--- src/rtl/pipeline_hazard_ctrl.sv ---
// pipeline_hazard_ctrl
//   Central hazard/sequencing controller for the 5-stage pipeline.
//   It combines load-use hazards, ID-stage redirects, instruction-memory
//   wait and the multiply/divide busy window into the PC / IF/ID / ID/EX
//   control strobes. It also keeps saturating stall and flush counters.
//
// Ports
//   clock, reset          : rising-edge clock, synchronous active-high reset
//   Rs_id, Rt_id          : source register fields of the instruction in ID
//   UsesRs_id, UsesRt_id  : ID instruction actually reads rs / rt
//   UsesHiLo_id, IsMdu_id : ID instruction reads HI/LO, or is mult/div
//   MemRead_ex, Rt_ex     : EX holds a load that writes Rt_ex
//   MduStart_ex           : mult/div issuing in EX (one-cycle pulse)
//   BranchTaken_id, Jump_id : redirect resolved in ID
//   ImemReady             : fetch data is valid this cycle
//   PCWrite, IFIDWrite    : load enables
//   IFFlush, IDEXFlush    : IF/ID clear, ID/EX bubble insert
//   MduBusy               : MDU window active (excludes the start cycle)
//   StallCycles, FlushEvents : saturating performance counters
module pipeline_hazard_ctrl #(
  parameter int MDU_LAT = 32,
  parameter int CNT_W   = 6
) (
  input  logic        clock,
  input  logic        reset,
  input  logic [4:0]  Rs_id,
  input  logic [4:0]  Rt_id,
  input  logic        UsesRs_id,
  input  logic        UsesRt_id,
  input  logic        UsesHiLo_id,
  input  logic        IsMdu_id,
  input  logic        MemRead_ex,
  input  logic [4:0]  Rt_ex,
  input  logic        MduStart_ex,
  input  logic        BranchTaken_id,
  input  logic        Jump_id,
  input  logic        ImemReady,
  output logic        PCWrite,
  output logic        IFIDWrite,
  output logic        IFFlush,
  output logic        IDEXFlush,
  output logic        MduBusy,
  output logic [15:0] StallCycles,
  output logic [15:0] FlushEvents
);

  typedef enum logic {RUN, MDU_BUSY} state_t;

  // Countdown reload value: counting LAT-1 down to 0 gives LAT busy cycles.
  localparam logic [CNT_W-1:0] CNT_INIT = CNT_W'(MDU_LAT - 1);

  state_t           state, state_n;
  logic [CNT_W-1:0] mdu_cnt, mdu_cnt_n;

  logic loaduse, mdu_active, id_stall, redirect;

  // Hazard terms. r0 is hardwired zero, so a load into it never hazards.
  always_comb begin
    loaduse    = MemRead_ex && (Rt_ex != 5'd0) &&
                 ((UsesRs_id && (Rs_id == Rt_ex)) ||
                  (UsesRt_id && (Rt_id == Rt_ex)));
    mdu_active = MduStart_ex || (state == MDU_BUSY);
    id_stall   = loaduse || (mdu_active && (UsesHiLo_id || IsMdu_id));
    redirect   = BranchTaken_id || Jump_id;
  end

  // MDU FSM: state register
  always_ff @(posedge clock) begin
    if (reset) begin
      state   <= RUN;
      mdu_cnt <= '0;
    end else begin
      state   <= state_n;
      mdu_cnt <= mdu_cnt_n;
    end
  end

  // MDU FSM: next state. A new start while busy restarts the window.
  always_comb begin
    state_n   = state;
    mdu_cnt_n = mdu_cnt;
    case (state)
      RUN: begin
        if (MduStart_ex) begin
          state_n   = MDU_BUSY;
          mdu_cnt_n = CNT_INIT;
        end
      end
      MDU_BUSY: begin
        if (MduStart_ex)          mdu_cnt_n = CNT_INIT;
        else if (mdu_cnt == '0)   state_n   = RUN;
        else                      mdu_cnt_n = mdu_cnt - 1'b1;
      end
      default: begin
        state_n   = RUN;
        mdu_cnt_n = '0;
      end
    endcase
  end

  // Pipeline control. A stall beats a redirect because the branch operands
  // are not valid yet; a redirect beats imem wait because the fetch in
  // flight is on the wrong path anyway.
  always_comb begin
    PCWrite   = 1'b1;
    IFIDWrite = 1'b1;
    IFFlush   = 1'b0;
    IDEXFlush = 1'b0;
    MduBusy   = (state == MDU_BUSY) && !reset;
    if (reset) begin
      PCWrite   = 1'b0;
      IFIDWrite = 1'b0;
      IFFlush   = 1'b1;
      IDEXFlush = 1'b1;
    end else if (id_stall) begin
      PCWrite   = 1'b0;
      IFIDWrite = 1'b0;
      IDEXFlush = 1'b1;
    end else if (redirect) begin
      IFFlush   = 1'b1;
    end else if (!ImemReady) begin
      PCWrite   = 1'b0;
      IFFlush   = 1'b1;
    end
  end

  // Saturating performance counters
  always_ff @(posedge clock) begin
    if (reset) begin
      StallCycles <= '0;
      FlushEvents <= '0;
    end else begin
      if (id_stall && (StallCycles != 16'hFFFF))
        StallCycles <= StallCycles + 16'd1;
      if (redirect && !id_stall && (FlushEvents != 16'hFFFF))
        FlushEvents <= FlushEvents + 16'd1;
    end
  end

endmodule

--- config.mk ---
export PLATFORM = sky130hd
export DESIGN_NAME = pipeline_hazard_ctrl
export DESIGN_NICKNAME = d
export VERILOG_FILES = /design/src/rtl/pipeline_hazard_ctrl.sv
export SDC_FILE = /design/constraint.sdc
export NUM_CORES = 1
export LEC_CHECK = 0
export ABC_CLOCK_PERIOD_IN_PS = 5200
export CAP_MARGIN = 15
export CORE_MARGIN = 2
export CORE_UTILIZATION = 51
export CTS_CLUSTER_SIZE = 16
export DETAILED_ROUTE_END_ITERATION = 10
export GPL_TIMING_DRIVEN = 1
export PLACE_DENSITY = 0.86
export SETUP_SLACK_MARGIN = 0.3
export SYNTH_ARGS = -nofsm -noshare
export SYNTH_HDL_FRONTEND = slang
export SYNTH_SLANG_ARGS = --single-unit
--- constraint.sdc ---
create_clock -name clock -period 5.2 [get_ports clock]
set_input_delay 1.04 -clock clock [delete_from_list [all_inputs] [get_ports clock]]
set_output_delay 1.04 -clock clock [all_outputs]
set_load 0.05 [all_outputs]
=== Yosys cells after proc, flatten, opt, wreduce, memory -nomap -nowiden ===
Index checks and enable logic that the tools add are counted.

* Memory bits (read-only): 0
* Bits of input ports: 26
* Flip-flop bits (word level): 39
* Output and inout port bits: 37
* Logic and storage cells: 53
* Memory bits (writable): 0
* Bits in latches: 0
* Memories: 0

* Shifts and indexed selects: 0
* Magnitude comparators: 0
* Reduce and logical (&&, ||, !) cells: 19
* Bitwise gates (word level): 1
* Mux-type cells: 20
* Add/subtract/negate cells: 3
* Divide/modulo/power cells: 0
* Equality and inequality tests: 6
* Multipliers: 0

{| class="wikitable"
|+ Operators with widths
! cell !! number
|-
| adder 16 x 1 -> 16 bit, second input constant || 2
|-
| inequality test 16 bit, second input constant || 2
|-
| two-way mux 6 bit || 3
|-
| two-way mux 1 bit || 15
|-
| case mux 6 bit (2 select lines) || 1
|-
| equality test 5 bit || 2
|-
| logical AND 1 bit || 9
|-
| logical NOT 6 bit || 1
|-
| subtractor 6 x 1 -> 6 bit, second input constant || 1
|-
| logical OR 1 bit || 5
|-
| nonzero test 5 bit || 1
|-
| inequality test 3 bit, second input constant || 1
|-
| logical NOT 1 bit || 2
|-
| inequality test 2 bit, second input constant || 1
|-
| case mux 1 bit (2 select lines) || 1
|-
| AND reduction 2 bit || 1
|-
| inverter 1 bit || 1
|}

=== Depth between registers and ports, before layout ===
Gate-level depths: netlist (run 1).

* Depth in word-level cells: 8
* Gate-level depth with buffers: 8

=== Least setup slack after synthesis (run 1) ===
OpenSTA, ideal clock, no wires.

* Path type: input to output
* Start: input port Rt_ex[1]
* End: output port PCWrite
* Stages on the path: 6
* Arrival time: 3.914 ns
* Buffers on the path: 0
* Setup slack: 0.246 ns
* Path through: or4_4 o21ai_4 o21ai_1 nor2_1 inv_1 nor2_1

* Cells in the longest elaborated chain, start to end: 7
* Elaborated cells on any way between the ends: 11

{| class="wikitable"
|+ RTL lines
! what !! RTL line !! text
|-
| from (decl) || 33 || <nowiki>input logic [4:0] Rt_ex,</nowiki>
|-
| equality test 5 bit (on tied branches) || 60, 61 ||
|-
| logical AND 1 bit (on tied branches) || 60, 61 ||
|-
| logical OR 1 bit || 60 || <nowiki>((UsesRs_id && (Rs_id == Rt_ex)) ||</nowiki>
|-
| logical AND 1 bit (*) || 59 || <nowiki>loaduse = MemRead_ex && (Rt_ex != 5'd0) &&</nowiki>
|-
| logical OR 1 bit (*) || 63 || <nowiki>id_stall = loaduse || (mdu_active && (UsesHiLo_id || IsMdu_id));</nowiki>
|-
| two-way mux 1 bit (*) || 115 || <nowiki>end else if (id_stall) begin</nowiki>
|-
| two-way mux 1 bit (*) || 110 || <nowiki>if (reset) begin</nowiki>
|-
| to (decl) || 38 || <nowiki>output logic PCWrite,</nowiki>
|}

Mark *: on every way between the ends. The rest lies on a longest branch, timed or not.

=== Worst setup path in the final report (run 1) ===
* Start: input port Rt_ex[1]
* End: output port IFFlush

* Cells in the longest elaborated chain, start to end: 7
* Elaborated cells on any way between the ends: 11

{| class="wikitable"
|+ RTL lines
! what !! RTL line !! text
|-
| equality test 5 bit (on tied branches) || 60, 61 ||
|-
| logical AND 1 bit (on tied branches) || 60, 61 ||
|-
| logical OR 1 bit || 60 ||
|-
| logical AND 1 bit (*) || 59 ||
|-
| logical OR 1 bit (*) || 63 ||
|-
| two-way mux 1 bit (*) || 115 ||
|-
| two-way mux 1 bit (*) || 110 ||
|-
| to (decl) || 40 || <nowiki>output logic IFFlush,</nowiki>
|}

Marked as above.

==> results of run 1 <==
## routing by layer
| metal | global-route usage [%] | vias up | part of all wire, % |
|---|---|---|---|
| met5 | 0 | - | 0 |
| met4 | 10.5 | 0 | 2.2 |
| met3 | 7.07 | 13 | 4.8 |
| met2 | 43.0 | 49 | 51 |
| met1 | 26.8 | 1002 | 42 |
| li1 | - | 1088 | - |
## where the power goes
part           total, mW  switching [mW]  internal (mW)
Sequential         0.316         0.00971          0.307
Combinational      0.120          0.0704         0.0499
Clock              0.214           0.118         0.0959
## placed cells by master, fill, tap and decap left out, types with 2 or more instances in the layout
cell	netlist	final
clkdlybuf4s50_1	0	62
dfxtp_1	39	39
a21oi_1	27	27
nor2_1	22	21
nand3_1	16	16
nand2_1	15	15
or4_1	12	12
xnor2_1	11	11
or3_1	11	11
o31ai_1	11	11
inv_1	9	9
o21ai_0	9	9
nor3_1	7	7
and3_1	7	7
nand4_1	5	5
clkbuf_8	0	5
nor4_1	4	4
xor2_1	4	4
nor2b_1	3	3
mux2_1	3	3
a211oi_1	3	3
ha_1	3	3
nor2_2	1	2
o21ai_1	3	2
nor3b_1	2	2
mux2i_1	2	2
or4b_1	2	2
clkinvlp_4	0	2
## state kept, by name, summed over array words and instances, names as in the netlist
name,count
FlushEvents,16
StallCycles,16
mdu_cnt,6
state,1
## per-stage QoR
stage | area (um^2) | cells | hold slack, ps | utilization (%)
after floorplan | 2120 | 258 | 461 | -
after global placement | 2770 | 361 | 479 | 69.3
after detailed placement | 2770 | 361 | 487 | 69.3
after CTS | 2870 | 369 | 499 | 71.6
after global routing | 2870 | 369 | 526 | 71.7
final | 2870 | 369 | 496 | 71.7
## kinds of logic after synthesis
kind of cell    share of synthesized area [%]
simple gates                             29.7
compound gates                           19.4
flops                                    36.8
buf+inv                                  3.54
xor+xnor                                 6.19
mux                                      2.54
fa+ha+maj                                1.77
## worst min-delay path by stage
stage                         start               to  slack (ps)  cells past startpoint
detailed placement  FlushEvents[11]  FlushEvents[11]         490                      2
floorplan                mdu_cnt[0]       mdu_cnt[0]         460                      1
CTS                 FlushEvents[11]  FlushEvents[11]         500                      2
global route        FlushEvents[10]  FlushEvents[10]         530                      2
finish              FlushEvents[11]  FlushEvents[11]         500                      2
global placement    FlushEvents[11]  FlushEvents[11]         480                      2
## worst reg2reg max path, cell delays in order, from the launching register on
cell and delay, ps:
dfxtp_1 360, ha_1 230, and3_1 210, and3_1 230, a32oi_2 350, nand2_1 400
or4_1 590, a21oi_1 150
## layout make-up
class | instances | area share [%]
Tap cell | 50 | 2.18
Clock buffer | 5 | 2.40
Clock inverter | 3 | 0.829
Sequential cell | 39 | 27.2
Multi-Input combinational cell | 200 | 44.3
Inverter | 9 | 1.18
Timing Repair Buffer | 63 | 21.9
## repair_timing
item | CTS | global route
hold buffers | 0 | 0
resized for setup | 0 | 1
setup endpoints to repair | 0 | 2
==> impl_metrics.json, run 1 <==
{
  "grtUsageTotal_pct": 24.4,
  "synth_top_area_share_pct": 36.8,
  "power_density_nw_per_um2": 227,
  "r2r_end": "StallCycles[5]",
  "synth_ff_type": "dfxtp_1",
  "async_flop_share_pct": 0,
  "cp.depth": 8,
  "max_cap_violations": 0,
  "syn_nets": 287,
  "ys_seq_area_share_pct": 36.8,
  "ir_drop_uv": 213,
  "regArea_um2": 781,
  "synth_area_leader_cell": "dfxtp_1",
  "cp.arrival_ps": 3660,
  "first_iter_violations": 148,
  "setup_viol": 0,
  "cp-startpoint": "Rt_ex[1]",
  "hp-class": "reg2reg",
  "die_w_um": 68.5,
  "cp_top_family": "buffers and inverters",
  "grt_max_degree": 43,
  "syn_inst": 258,
  "min_period_over_period_pct": 90.3,
  "overflow": 0,
  "path_max_fanout": 10,
  "diodes": 0,
  "remaining_drc_errors": 0,
  "crit_buf_inv": 2,
  "synthTopCellsByArea": "dfxtp_1 (37%), a21oi_1 (6.4%), xnor2_1 (4.5%), or4_1 (4.2%), nor2_1 (3.9%)",
  "clk_pin_slew_ps": 80,
  "dieArea_um2": 4690,
  "max-clock-path-buffers": 2,
  "max_stage_delay_ps": 700,
  "cts_tree": "done",
  "rsz0062_at_grt": "false",
  "hold_viol_final": 0,
  "tightestPinTransition_ps": 905,
  "place_ws_ps": 382,
  "drive_gt1_share_pct": 5.96,
  "io_pins": 63,
  "leakage_nw": 0.913,
  "drt_first_pass_iters": 4,
  "post_cts_buffers": 0,
  "worst_slack_ps": 503,
  "ys_ff_latch": 39,
  "r2r_start": "StallCycles[0]",
  "multi_input_area_um2": 1270,
  "synth_area_per_cell_um2": 8.22,
  "gp_congestion": 0.758,
  "filler_cell_count": 325,
  "worstPathRequired_ps": 4160,
  "relSlewSlack_pct": 39.6,
  "cp-end-kind": "primary output",
  "synth_commonest_cells": "dfxtp_1 (39), a21oi_1 (27), nor2_1 (22)",
  "cpMostUsedCell": "clkdlybuf4s50_1",
  "numCtsBuffers": 5,
  "critical_path.slowest_cell": "clkdlybuf4s50_1",
  "timing.fmax_ghz": 0.213,
  "r2r_cells": 7,
  "synth-edff-count": 0,
  "skew_ps": 8.28,
  "min_period_ps": 4700,
  "fin_nets": 347,
  "grt_pass1_wl_mm": 8.63,
  "vias": 2152,
  "setup_tns_ps": 0,
  "cts_root_buf": "clkbuf_8",
  "ant_nets": 0,
  "insertion_delay_ps": 300,
  "endpoint": "IFFlush",
  "io_buffers": 62,
  "syn_to_final_growth_pct": 35.3,
  "start_util_pct": 53.0,
  "reg2reg_slack_ps": 2630,
  "htreeDepth": 2,
  "status": "complete, no violations",
  "antenna_found_initial": 0,
  "synth_most_common_cell": "dfxtp_1",
  "viasPerCell": 5.83,
  "rows": 23,
  "synth_warnings": 0,
  "path_cells": "clkdlybuf4s50_1 -> xnor2_1 -> nand4_1 -> o22a_1 -> o21ai_2 -> a21oi_1 -> or2_2 -> clkdlybuf4s50_1",
  "synth.distinct_cells": 45,
  "cts.sinks": 39,
  "grt_pass1_vias": 1958,
  "core_area_um2": 4000,
  "wire_per_inst_um": 14.6,
  "die_y_um": 68.5,
  "power_mw": 0.651,
  "synth_area_um2": 2120,
  "slew_violations": 0,
  "crit_type": "in2out",
  "routed_wl_mm": 5.37,
  "worstSetupStartpointType": "input port",
  "dp_hpwl_mm": 3.89
}
(Power assumes the default switching activity.)
==> inputs of run 2 (changes only) <==
ABC_CLOCK_PERIOD_IN_PS = unset   (was 5200)
==> results of run 2 <==
The final DEF is identical to that of run 1; final timing and power are the same.
==> inputs of run 3 (changes only) <==
CORE_MARGIN = 4   (was 2)
MAX_ROUTING_LAYER = met4   (was unset)
==> run 3 against run 2 <==
  * Final cell count is the same
  * Utilization shrank 0.28 points
  * Die area grew 12%
==> impl_metrics.json, run 3 (synthesized netlist as in run 1, its figures left out) <==
{
  "htreeDepth": 2,
  "final_util_pct": 71.4,
  "path_max_fanout": 10,
  "r2r_cells": 7,
  "status": "complete, no violations",
  "ir_drop_uv": 166,
  "worstPathRequired_ps": 4160,
  "diodes": 0,
  "cts_tree": "done",
  "grt_max_degree": 44,
  "antenna_found_initial": 0,
  "setup_tns_ps": 0,
  "io_pins": 63,
  "ant_nets": 0,
  "first_iter_violations": 88,
  "cts_root_buf": "clkbuf_8",
  "grt_pass1_vias": 2057,
  "cts.sinks": 39,
  "worst_hold_slack_ps": 501,
  "fin_nets": 347,
  "die_w_um": 72.5,
  "p_int_mw": 0.450,
  "die_y_um": 72.5,
  "p_comb_share_pct": 18.6,
  "start_util_pct": 53.0,
  "overflow": 0,
  "max_cap_violations": 0,
  "crit_type": "in2out",
  "final_cell_area_um2": 2860,
  "rsz0062_at_grt": "false",
  "wire_per_inst_um": 14.2,
  "min_period_ps": 4710,
  "syn_to_final_growth_pct": 34.7,
  "rows": 23,
  "hp-class": "reg2reg",
  "p_seq_share_pct": 49.7,
  "place_area_um2": 2770,
  "dp_hpwl_mm": 3.89,
  "core_area_um2": 4000,
  "p_sw_share_pct": 29.3,
  "power_density_nw_per_um2": 223,
  "r2r_start": "StallCycles[0]",
  "grtUsageTotal_pct": 21.6,
  "grt_pass1_wl_mm": 9.03,
  "power_frac_clock_pct": 31.7,
  "reg.largest.list": "FlushEvents x16, StallCycles x16, mdu_cnt x6",
  "cp-startpoint": "Rt_ex[0]",
  "place_ws_ps": 481,
  "slew_violations": 0,
  "layout_commonest_cell": "clkdlybuf4s50_1",
  "cp-end-kind": "primary output",
  "min_period_over_period_pct": 90.6,
  "worstSetupStartpointType": "input port",
  "filler_cell_count": 324,
  "drive_gt1_share_pct": 5.33,
  "reg2reg_slack_ps": 2680,
  "cts_hold_buffers": 0,
  "timing.fmax_ghz": 0.212,
  "mostFrequentLayoutCells": "clkdlybuf4s50_1 (62), dfxtp_1 (39), a21oi_1 (27)",
  "cp.arrival_ps": 3670,
  "setup_viol": 0,
  "dieArea_um2": 5250,
  "clk_pin_slew_ps": 80,
  "r2r_end": "StallCycles[5]",
  "gp_congestion": 0.862,
  "endpoint": "IFFlush",
  "io_buffers": 62,
  "p_switching_mw": 0.187,
  "routed_wl_mm": 5.25,
  "numCtsBuffers": 5,
  "max-clock-path-buffers": 2,
  "skew_ps": 3.53,
  "worstHoldStart": "FlushEvents[11]",
  "viasPerCell": 5.82,
  "remaining_drc_errors": 0,
  "cts_resized": 0,
  "tightestPinTransition_ps": 890,
  "leakage_nw": 0.912,
  "worst_slack_ps": 489,
  "post_cts_buffers": 0,
  "insertion_delay_ps": 290,
  "vias": 2149,
  "drt_first_pass_iters": 4,
  "hold_viol_final": 0,
  "relSlewSlack_pct": 40.7
}
## run 3: area by class of cell
class | count | area [um^2] | area share [%]
tap | 50 | 62.6 | 2.19
sequential | 39 | 781 | 27.3
inverter | 9 | 33.8 | 1.18
multi-input combinational | 200 | 1270 | 44.4
clock inverter | 2 | 12.5 | 0.438
clock buffer | 6 | 72.6 | 2.54
timing repair buffer | 63 | 628 | 22.0
## run 3: per-stage QoR
step | cells | total power [mW]
CTS | 369 | 0.643
global placement | 361 | 0.439
global route | 369 | 0.665
detailed placement | 361 | 0.442
finish | 369 | 0.637
floorplan | 258 | 0.396
## run 3: how the worst min path moves through the flow
stage | endpoint | slack [ps] | cells after the start
final | FlushEvents[11] | 500 | 2
after detailed placement | FlushEvents[11] | 480 | 2
after global placement | FlushEvents[5] | 480 | 2
after CTS | FlushEvents[11] | 500 | 2
after global routing | FlushEvents[5] | 530 | 2
after floorplan | mdu_cnt[0] | 460 | 1
## run 3: layer usage
layer	share of wire (%)	global-route usage, %	up-vias
met2	50	35.8	46
met4	1.4	6.15	0
met1	43	26.4	1015
met3	4.8	4.99	8
met5	0	-	-
li1	-	-	1080
## run 3: power groups by stage
stage | clock, mW | sequential [mW] | combinational (mW)
2_1_floorplan | 0 | 0.334 | 0.0619
3_3_place_gp | 0 | 0.323 | 0.116
3_5_place_dp | 0 | 0.323 | 0.119
4_1_cts | 0.207 | 0.316 | 0.120
5_1_grt | 0.218 | 0.318 | 0.129
6_report | 0.202 | 0.316 | 0.119
## run 3: worst max-delay path: stages
cell and delay, ps:
clkdlybuf4s50_1 580, xnor2_1 150, nand4_1 130, o22a_1 240, o21ai_1 450, a21oi_1 80, or2_2 290, clkdlybuf4s50_1 700
